<file path="config.mk">
export PLATFORM = sky130hd
export DESIGN_NAME = serial_addsub_flat
export DESIGN_NICKNAME = d
export VERILOG_FILES = /design/src/rtl/serial_addsub_if.sv /design/src/rtl/serial_addsub.sv /design/src/flat_wrapper.sv
export SDC_FILE = /design/constraint.sdc
export NUM_CORES = 1
export LEC_CHECK = 0
export ABC_AREA = 1
export CORE_MARGIN = 2
export CORE_UTILIZATION = 55
export DETAILED_ROUTE_END_ITERATION = 8
export DONT_BUFFER_PORTS = 1
export GPL_ROUTABILITY_DRIVEN = 0
export PLACE_DENSITY = 0.7
export SYNTH_ARGS = -nofsm -noshare
export SYNTH_HDL_FRONTEND = slang
export SYNTH_SLANG_ARGS = --single-unit
export TNS_END_PERCENT = 5
</file>
<file path="constraint.sdc">
create_clock -name clk -period 3.5 [get_ports clk]
set_input_delay 0.525 -clock clk [delete_from_list [all_inputs] [get_ports clk]]
set_output_delay 0.525 -clock clk [all_outputs]
set_load 0.01 [all_outputs]
</file>
<file path="src/rtl/serial_addsub_if.sv">
// Operand/result handshake bundle for serial_addsub.
// The master side is the producer/consumer pair; the slave side is the arithmetic unit.
interface serial_addsub_if #(
  parameter int unsigned WIDTH = 8
);
  logic             in_valid;
  logic             in_ready;
  logic [WIDTH-1:0] a;
  logic [WIDTH-1:0] b;
  logic             c_in;
  logic             sub;
  logic             out_valid;
  logic             out_ready;
  logic [WIDTH-1:0] sum;
  logic             c_out;
  logic             overflow;

  modport master (
    output in_valid, a, b, c_in, sub, out_ready,
    input  in_ready, out_valid, sum, c_out, overflow
  );

  modport slave (
    input  in_valid, a, b, c_in, sub, out_ready,
    output in_ready, out_valid, sum, c_out, overflow
  );
endinterface

</file>
<file path="src/rtl/serial_addsub.sv">
// Digit-serial adder/subtractor: DIGIT full-adder slices per clock, carry held in a register
// between digits, valid/ready on both operand and result sides.
module serial_addsub #(
  parameter int unsigned WIDTH = 8,
  parameter int unsigned DIGIT = 1
) (
  input logic           clk,
  input logic           rst_n,
  serial_addsub_if.slave bus
);
  localparam int unsigned NDIG = WIDTH / DIGIT;
  localparam int unsigned CW   = $clog2(NDIG + 1);

  typedef enum logic [1:0] {IDLE, BUSY, DONE} state_t;

  state_t           state, state_nxt;
  logic [WIDTH-1:0] a_sr, b_sr, res_sr, res_nxt;
  logic             carry;
  logic [CW-1:0]    cnt;
  logic [DIGIT:0]   cc;
  logic [DIGIT-1:0] dsum;
  logic             accept, last;

  logic             in_ready_q, out_valid_q, c_out_q, ovf_q;
  logic [WIDTH-1:0] sum_q;

  // State register
  always_ff @(posedge clk) begin
    if (!rst_n) state <= IDLE;
    else        state <= state_nxt;
  end

  // Next-state and datapath strobes
  always_comb begin
    state_nxt = state;
    accept    = 1'b0;
    last      = 1'b0;
    case (state)
      IDLE: if (bus.in_valid) begin
        accept    = 1'b1;
        state_nxt = BUSY;
      end
      BUSY: if (cnt == CW'(NDIG - 1)) begin
        last      = 1'b1;
        state_nxt = DONE;
      end
      DONE: if (bus.out_ready) state_nxt = IDLE;
      default: state_nxt = IDLE;
    endcase
  end

  // One digit of chained full-adder slices fed by the carry register
  always_comb begin
    cc    = '0;
    dsum  = '0;
    cc[0] = carry;
    for (int i = 0; i < DIGIT; i++) begin
      dsum[i]  = a_sr[i] ^ b_sr[i] ^ cc[i];
      cc[i+1]  = (a_sr[i] & b_sr[i]) | (b_sr[i] & cc[i]) | (cc[i] & a_sr[i]);
    end
  end

  // New digit enters at the MSB end so the result is aligned after NDIG shifts
  assign res_nxt = (res_sr >> DIGIT) | (WIDTH'(dsum) << (WIDTH - DIGIT));

  always_ff @(posedge clk) begin
    if (!rst_n) begin
      in_ready_q  <= 1'b1;
      out_valid_q <= 1'b0;
      sum_q       <= '0;
      c_out_q     <= 1'b0;
      ovf_q       <= 1'b0;
      a_sr        <= '0;
      b_sr        <= '0;
      res_sr      <= '0;
      carry       <= 1'b0;
      cnt         <= '0;
    end else begin
      in_ready_q  <= (state_nxt == IDLE);
      out_valid_q <= (state_nxt == DONE);
      if (accept) begin
        // Subtraction as a + ~b + ~c_in
        a_sr  <= bus.a;
        b_sr  <= bus.sub ? ~bus.b : bus.b;
        carry <= bus.c_in ^ bus.sub;
        cnt   <= '0;
      end else if (state == BUSY) begin
        a_sr   <= a_sr >> DIGIT;
        b_sr   <= b_sr >> DIGIT;
        res_sr <= res_nxt;
        carry  <= cc[DIGIT];
        cnt    <= cnt + CW'(1);
      end
      if (last) begin
        sum_q   <= res_nxt;
        c_out_q <= cc[DIGIT];
        ovf_q   <= cc[DIGIT] ^ cc[DIGIT-1];
      end
    end
  end

  assign bus.in_ready  = in_ready_q;
  assign bus.out_valid = out_valid_q;
  assign bus.sum       = sum_q;
  assign bus.c_out     = c_out_q;
  assign bus.overflow  = ovf_q;
endmodule

</file>
<file path="src/flat_wrapper.sv">
// flat-port wrapper written by rule: the top's interface ports become plain ports
module serial_addsub_flat 
#(
  parameter int unsigned WIDTH = 8,
  parameter int unsigned DIGIT = 1
)
  (clk, rst_n, bus_in_valid, bus_a, bus_b, bus_c_in, bus_sub, bus_out_ready, bus_in_ready, bus_out_valid, bus_sum, bus_c_out, bus_overflow);
  serial_addsub_if #(.WIDTH(WIDTH)) bus_i ();
  input logic clk;
  input logic rst_n;
  input wire logic [$bits(bus_i.in_valid)-1:0] bus_in_valid;
  input wire logic [$bits(bus_i.a)-1:0] bus_a;
  input wire logic [$bits(bus_i.b)-1:0] bus_b;
  input wire logic [$bits(bus_i.c_in)-1:0] bus_c_in;
  input wire logic [$bits(bus_i.sub)-1:0] bus_sub;
  input wire logic [$bits(bus_i.out_ready)-1:0] bus_out_ready;
  output wire logic [$bits(bus_i.in_ready)-1:0] bus_in_ready;
  output wire logic [$bits(bus_i.out_valid)-1:0] bus_out_valid;
  output wire logic [$bits(bus_i.sum)-1:0] bus_sum;
  output wire logic [$bits(bus_i.c_out)-1:0] bus_c_out;
  output wire logic [$bits(bus_i.overflow)-1:0] bus_overflow;
  assign bus_i.in_valid = bus_in_valid;
  assign bus_i.a = bus_a;
  assign bus_i.b = bus_b;
  assign bus_i.c_in = bus_c_in;
  assign bus_i.sub = bus_sub;
  assign bus_i.out_ready = bus_out_ready;
  assign bus_in_ready = bus_i.in_ready;
  assign bus_out_valid = bus_i.out_valid;
  assign bus_sum = bus_i.sum;
  assign bus_c_out = bus_i.c_out;
  assign bus_overflow = bus_i.overflow;
  serial_addsub #(.WIDTH(WIDTH), .DIGIT(DIGIT)) u_core (.clk(clk), .rst_n(rst_n), .bus(bus_i));
endmodule
</file>
# --- Word level (Yosys, flattened, before mapping) ---
# Index checks and enable logic that the tools add are counted.
classes:
  n_reduce_logical: 5
  muxes: 15
  eq_ne: 4
  add_sub_neg: 1
  n_bitwise: 13
op_table:
  columns: ["cell", "count"]
  rows:
  - ["$mux 8", 5]
  - ["$not 8->8", 1]
  - ["$or 7x8->8", 1]
  - ["$mux 1", 6]
  - ["$mux 2", 3]
  - ["$pmux 2 s3", 1]
  - ["$add 4x1->4 const B", 1]
  - ["$eq 2x2->1 const B", 2]
  - ["$eq 4x3->1 const B", 1]
  - ["$logic_not 2->1", 2]
  - ["$xor 1x1->1", 4]
  - ["$and 1x1->1", 3]
  - ["$eq 2x1->1 const B", 1]
  - ["$not 1->1", 2]
  - ["$or 1x1->1", 2]
  - ["$reduce_and 2->1", 1]
  - ["$reduce_bool 2->1", 1]
  - ["$reduce_or 2->1", 1]
word_totals:
  elab_cells: 49
  ff_bits: 43
  inputBits: 22

# --- Depth between registers and ports, before layout ---
logic_depth:
  word_depth: 5
  ltp_mapped: 8
  mapped_depth_nobuf: 7

# --- Worst setup path before layout ---
# No wires, ideal clock.
synth_path:
  path_type: "register to register"
  from: "register u_core.cnt[0]"
  to: "register u_core.c_out_q, in the netlist u_core.bus.c_out"
  arrival_time_ns: 1.114
  required_ns: 3.387
  period_less_slack_ns: 1.227
  path_stages_with_launch: 8
  slack_ns: 2.273
  path_cell_list: "dfxtp_1 -> ha_1 -> nand3_1 -> nor2_4 -> buf_4 -> nand2_1 -> nand2_1 -> nor2_1"
synth_via:
  elab_chain_len: 3
synth_lines:
  columns: ["element", "line_no", "text"]
  rows:
  - ["from (decl)", "serial_addsub.sv:19", "logic [CW-1:0] cnt;"]
  - ["from (signal assigned)", "serial_addsub.sv:92", "cnt <= cnt + CW'(1);"]
  - ["$eq 4x3->1", "serial_addsub.sv:43", "BUSY: if (cnt == CW'(NDIG - 1)) begin"]
  - ["$mux 1", "serial_addsub.sv:43", null]
  - ["$mux 1", "serial_addsub.sv:38", "case (state)"]
  - ["to (signal assigned)", "serial_addsub.sv:96", "c_out_q <= cc[DIGIT];"]
  - ["to (decl)", "serial_addsub.sv:24", "logic in_ready_q, out_valid_q, c_out_q, ovf_q;"]
# No other way between the ends.
# A chain may end at the register's enable or synchronous reset.

# --- Worst setup path after layout ---
layout_path:
  from: "register u_core.state[0]"
  to: "register u_core.b_sr[3]"
layout_via:
  elab_chain_len: 3
  word_cells_on_any_way: 5
layout_lines:
  columns: ["element", "line_no", "text"]
  rows:
  - ["from (decl)", "serial_addsub.sv:16", "state_t state, state_nxt;"]
  - ["from (signal assigned)", "serial_addsub.sv:30", "else state <= state_nxt;"]
  - ["$logic_not 2->1", "serial_addsub.sv:38", null]
  - ["$mux 1", "serial_addsub.sv:38", null]
  - ["$mux 8 or $reduce_bool 2->1 (tied branches)", null, null]
  - ["to (signal assigned)", "serial_addsub.sv:84", "b_sr <= bus.sub ? ~bus.b : bus.b;"]
  - ["to (signal assigned)", "serial_addsub.sv:89", "b_sr <= b_sr >> DIGIT;"]
  - ["to (decl)", "serial_addsub.sv:17", "logic [WIDTH-1:0] a_sr, b_sr, res_sr, res_nxt;"]
# Several ways; a longest one is shown, not always the timed one.

==> results.txt <==
Max transition margin = 47.0%
CP top delay family = simple AND/OR/NAND/NOR gates
Post-Syn Instances = 294
CTS tree = yes
drt first pass iters = 4
clock root cell = clkbuf_4
reg2reg setup slack = 1.65 ns
Leak = 0.930 nW
unrepaired setup endpoints after global routing = false
#FFs+latches synth = 42
row cnt = 21
global route overflow = 0
Slew Viols, Final = 0
initial DRC count = 96
min cycle time layout = 1.85 ns
Worst EP arrival = 2.11 ns
average size of a mapped cell = 6.64 um2
Cell variety after synth = 18
vias in the first global route = 1553
maximum vdd drop = 0.287 mV
clock latency on the worst-skew pair = 0.35 ns
Crit path largest cell delay = 0.63 ns
Total Routing Usage GR = 21.2%
worst slew pin tran = 0.792 ns
WP data required = 3.76 ns
largest net degree at the start of global routing = 27
core area = 3360 um2
status = finished, final reports clean
post-route setup slack = 1.65 ns
die width = 63.6 um
R2R cell count = 6
initial antenna violation count = 0
PortBufs = 0
final WL = 3.69 mm
top cell type's share of synthesized area = 43.0%
Fill cells = 358
Multi-input gate area = 895 um2
Worst setup SP type = flop
Inserted Diodes = 0
Crit Path Category = reg -> reg
worst r2r dst = u_core.b_sr[3]
setup total negative slack = 0 ns
CP Cell Sequence = nor2_1 > nand2_1 > nand2_1 > nand3_1 > nand2_1 > inv_1
wire per inst = 11.0 um
WHS = 0.242 ns
Max Fanout on Critical Path = 13
Hold WC Path Type = in -> reg
CTS Sinks = 42
most used cell, CP = nand2_1
hold_buf cts = 0
post-route ant nets = 0
synth top area cells = dfxtp_1 43%, nand2_1 14%, nor2_1 11%
Crit-path slowest cell = nor2_1
Final setup viols = 0
proportion of layout cells with a drive suffix above 1 = 3.45%
Longest Clk Path Bufs = 2
post-CTS setup buffer count = 0
sequential standard cell area = 841 um2
first-pass GRT wire length = 6.69 mm
routed vias/inst = 4.89
CP bufs+invs = 1
Hold Fails Final Rpt = 0
syn nets = 318
routed vias = 1643
Max Fclk = 541 MHz
Initial Utilization = 58.1%
IO Count = 34
synthesized area = 1950 um2
Clock Pin Slew Worst Setup and Hold Paths = 0.12 ns
FF-to-FF Start = u_core.state[0]
layout net count = 313
post-CTS sizing = 0
sequential element share of the synthesized area = 43.0%
worst hold start = rst_n
period utilization = 52.8%
die height = 63.6 um
skew final = 0.0111 ns
die area = 4040 um2
post-detail-place hpwl = 2.51 mm
Hold EP = u_core.bus.in_ready
# DRC = 0
max-cap violation count = 0
CP endpoint kind = flop
dominant cell type by area after synthesis = dfxtp_1
power per cell area = 466 nW/um2
area grow syn2layout = 3.72%
Post-Place Setup Slack = 1.65 ns
Cells on Worst Hold Path = 1
CTS Buf Count = 5
Synth warnings = 0
htree depth = 2
## cell usage in the layout, fill, tap and decap left out
cell type / netlist / final
nand2_1: 75 / 75
nor2_1: 55 / 55
dfxtp_1: 42 / 42
inv_1: 41 / 41
o21ai_0: 21 / 21
a21oi_1: 15 / 15
nand3_1: 14 / 14
nand4_1: 5 / 5
o21bai_1: 5 / 5
clkbuf_4: 0 / 5
xor2_1: 3 / 3
nand2_2: 2 / 2
nor2_4: 1 / 1
nor3_1: 1 / 1
fa_1: 1 / 1
ha_1: 1 / 1
clkinvlp_4: 0 / 1
bufinv_16: 0 / 1
clkbuf_1: 5 / 1
## layout make-up
cell class | instances | share of cell area [%]
inverters | 41 | 7.60
multi-input cells | 199 | 44.2
clock buffers | 6 | 2.04
flip-flops and latches | 42 | 41.5
well taps | 46 | 2.84
clock inverters | 2 | 1.85
## cells by family (layout without fill, tap and decap cells)
group	after synthesis	in the layout	share of synthesized area [%]
xor gates and xnor gates	3	3	1.35
DFF	42	42	43.0
adders and majority gates	2	2	1.67
and+or+nand+nor	153	153	31.6
AOI/OAI and AO/OA	41	41	11.1
buffers and inverters	53	49	11.1
## routing by layer
layer / up-vias / part of all wire [%] / track usage [%]
met2: 40 / 44 / 36.1
met5: - / 0 / 0
met3: 4 / 5.4 / 7.14
li1: 896 / - / -
met1: 703 / 49 / 24.7
met4: 0 / 1.3 / 7.61
## cell usage after synthesis
cell and n:
inv_1 41, nand4_1 5, nand3_1 14, buf_2 3, ha_1 1, o21bai_1 5, nor2_4 1, nor3_1 1
a21oi_1 15, dfxtp_1 42, nand2_2 2, clkbuf_1 5, xor2_1 3, nand2_1 75, fa_1 1, o21ai_0 21
nor2_1 55, buf_4 4
## registers in the layout, indices dropped and copies added, names as in the netlist
register and flops:
u_core.a_sr 8, u_core.bus.c_out 1, u_core.bus.sum 8, u_core.bus.in_ready 1, u_core.b_sr 8, u_core.cnt 4
u_core.res_sr 7, u_core.carry 1, u_core.state 2, u_core.bus.out_valid 1, u_core.bus.overflow 1
## power by group
part           internal [W]  switching, W  total [W]
registers          0.000507     0.0000161   0.000523
logic             0.0000407     0.0000706   0.000111
clock network      0.000151      0.000160   0.000311
## how the worst max path moves through the flow
stage	from	endpoint	depth (start not counted)
after floorplan	u_core.cnt[0]	u_core.bus.c_out	7
after global placement	u_core.state[0]	u_core.b_sr[4]	6
after detailed placement	u_core.state[0]	u_core.b_sr[3]	6
after CTS	u_core.state[0]	u_core.b_sr[3]	6
after global routing	u_core.state[0]	u_core.b_sr[3]	6
final	u_core.state[0]	u_core.b_sr[3]	6
## stage by stage
step / cells / util (%) / area (um2) / total power [W]
after detailed placement: 328 / 57.9 / 1950 / 0.000645
final: 336 / 60.2 / 2030 / 0.000945
after floorplan: 294 / - / 1950 / 0.000633
after global placement: 328 / 57.9 / 1950 / 0.000643
after global routing: 336 / 60.2 / 2030 / 0.000997
after CTS: 336 / 60.2 / 2030 / 0.000954
No activity file was read; power rests on OpenSTA's default activity.
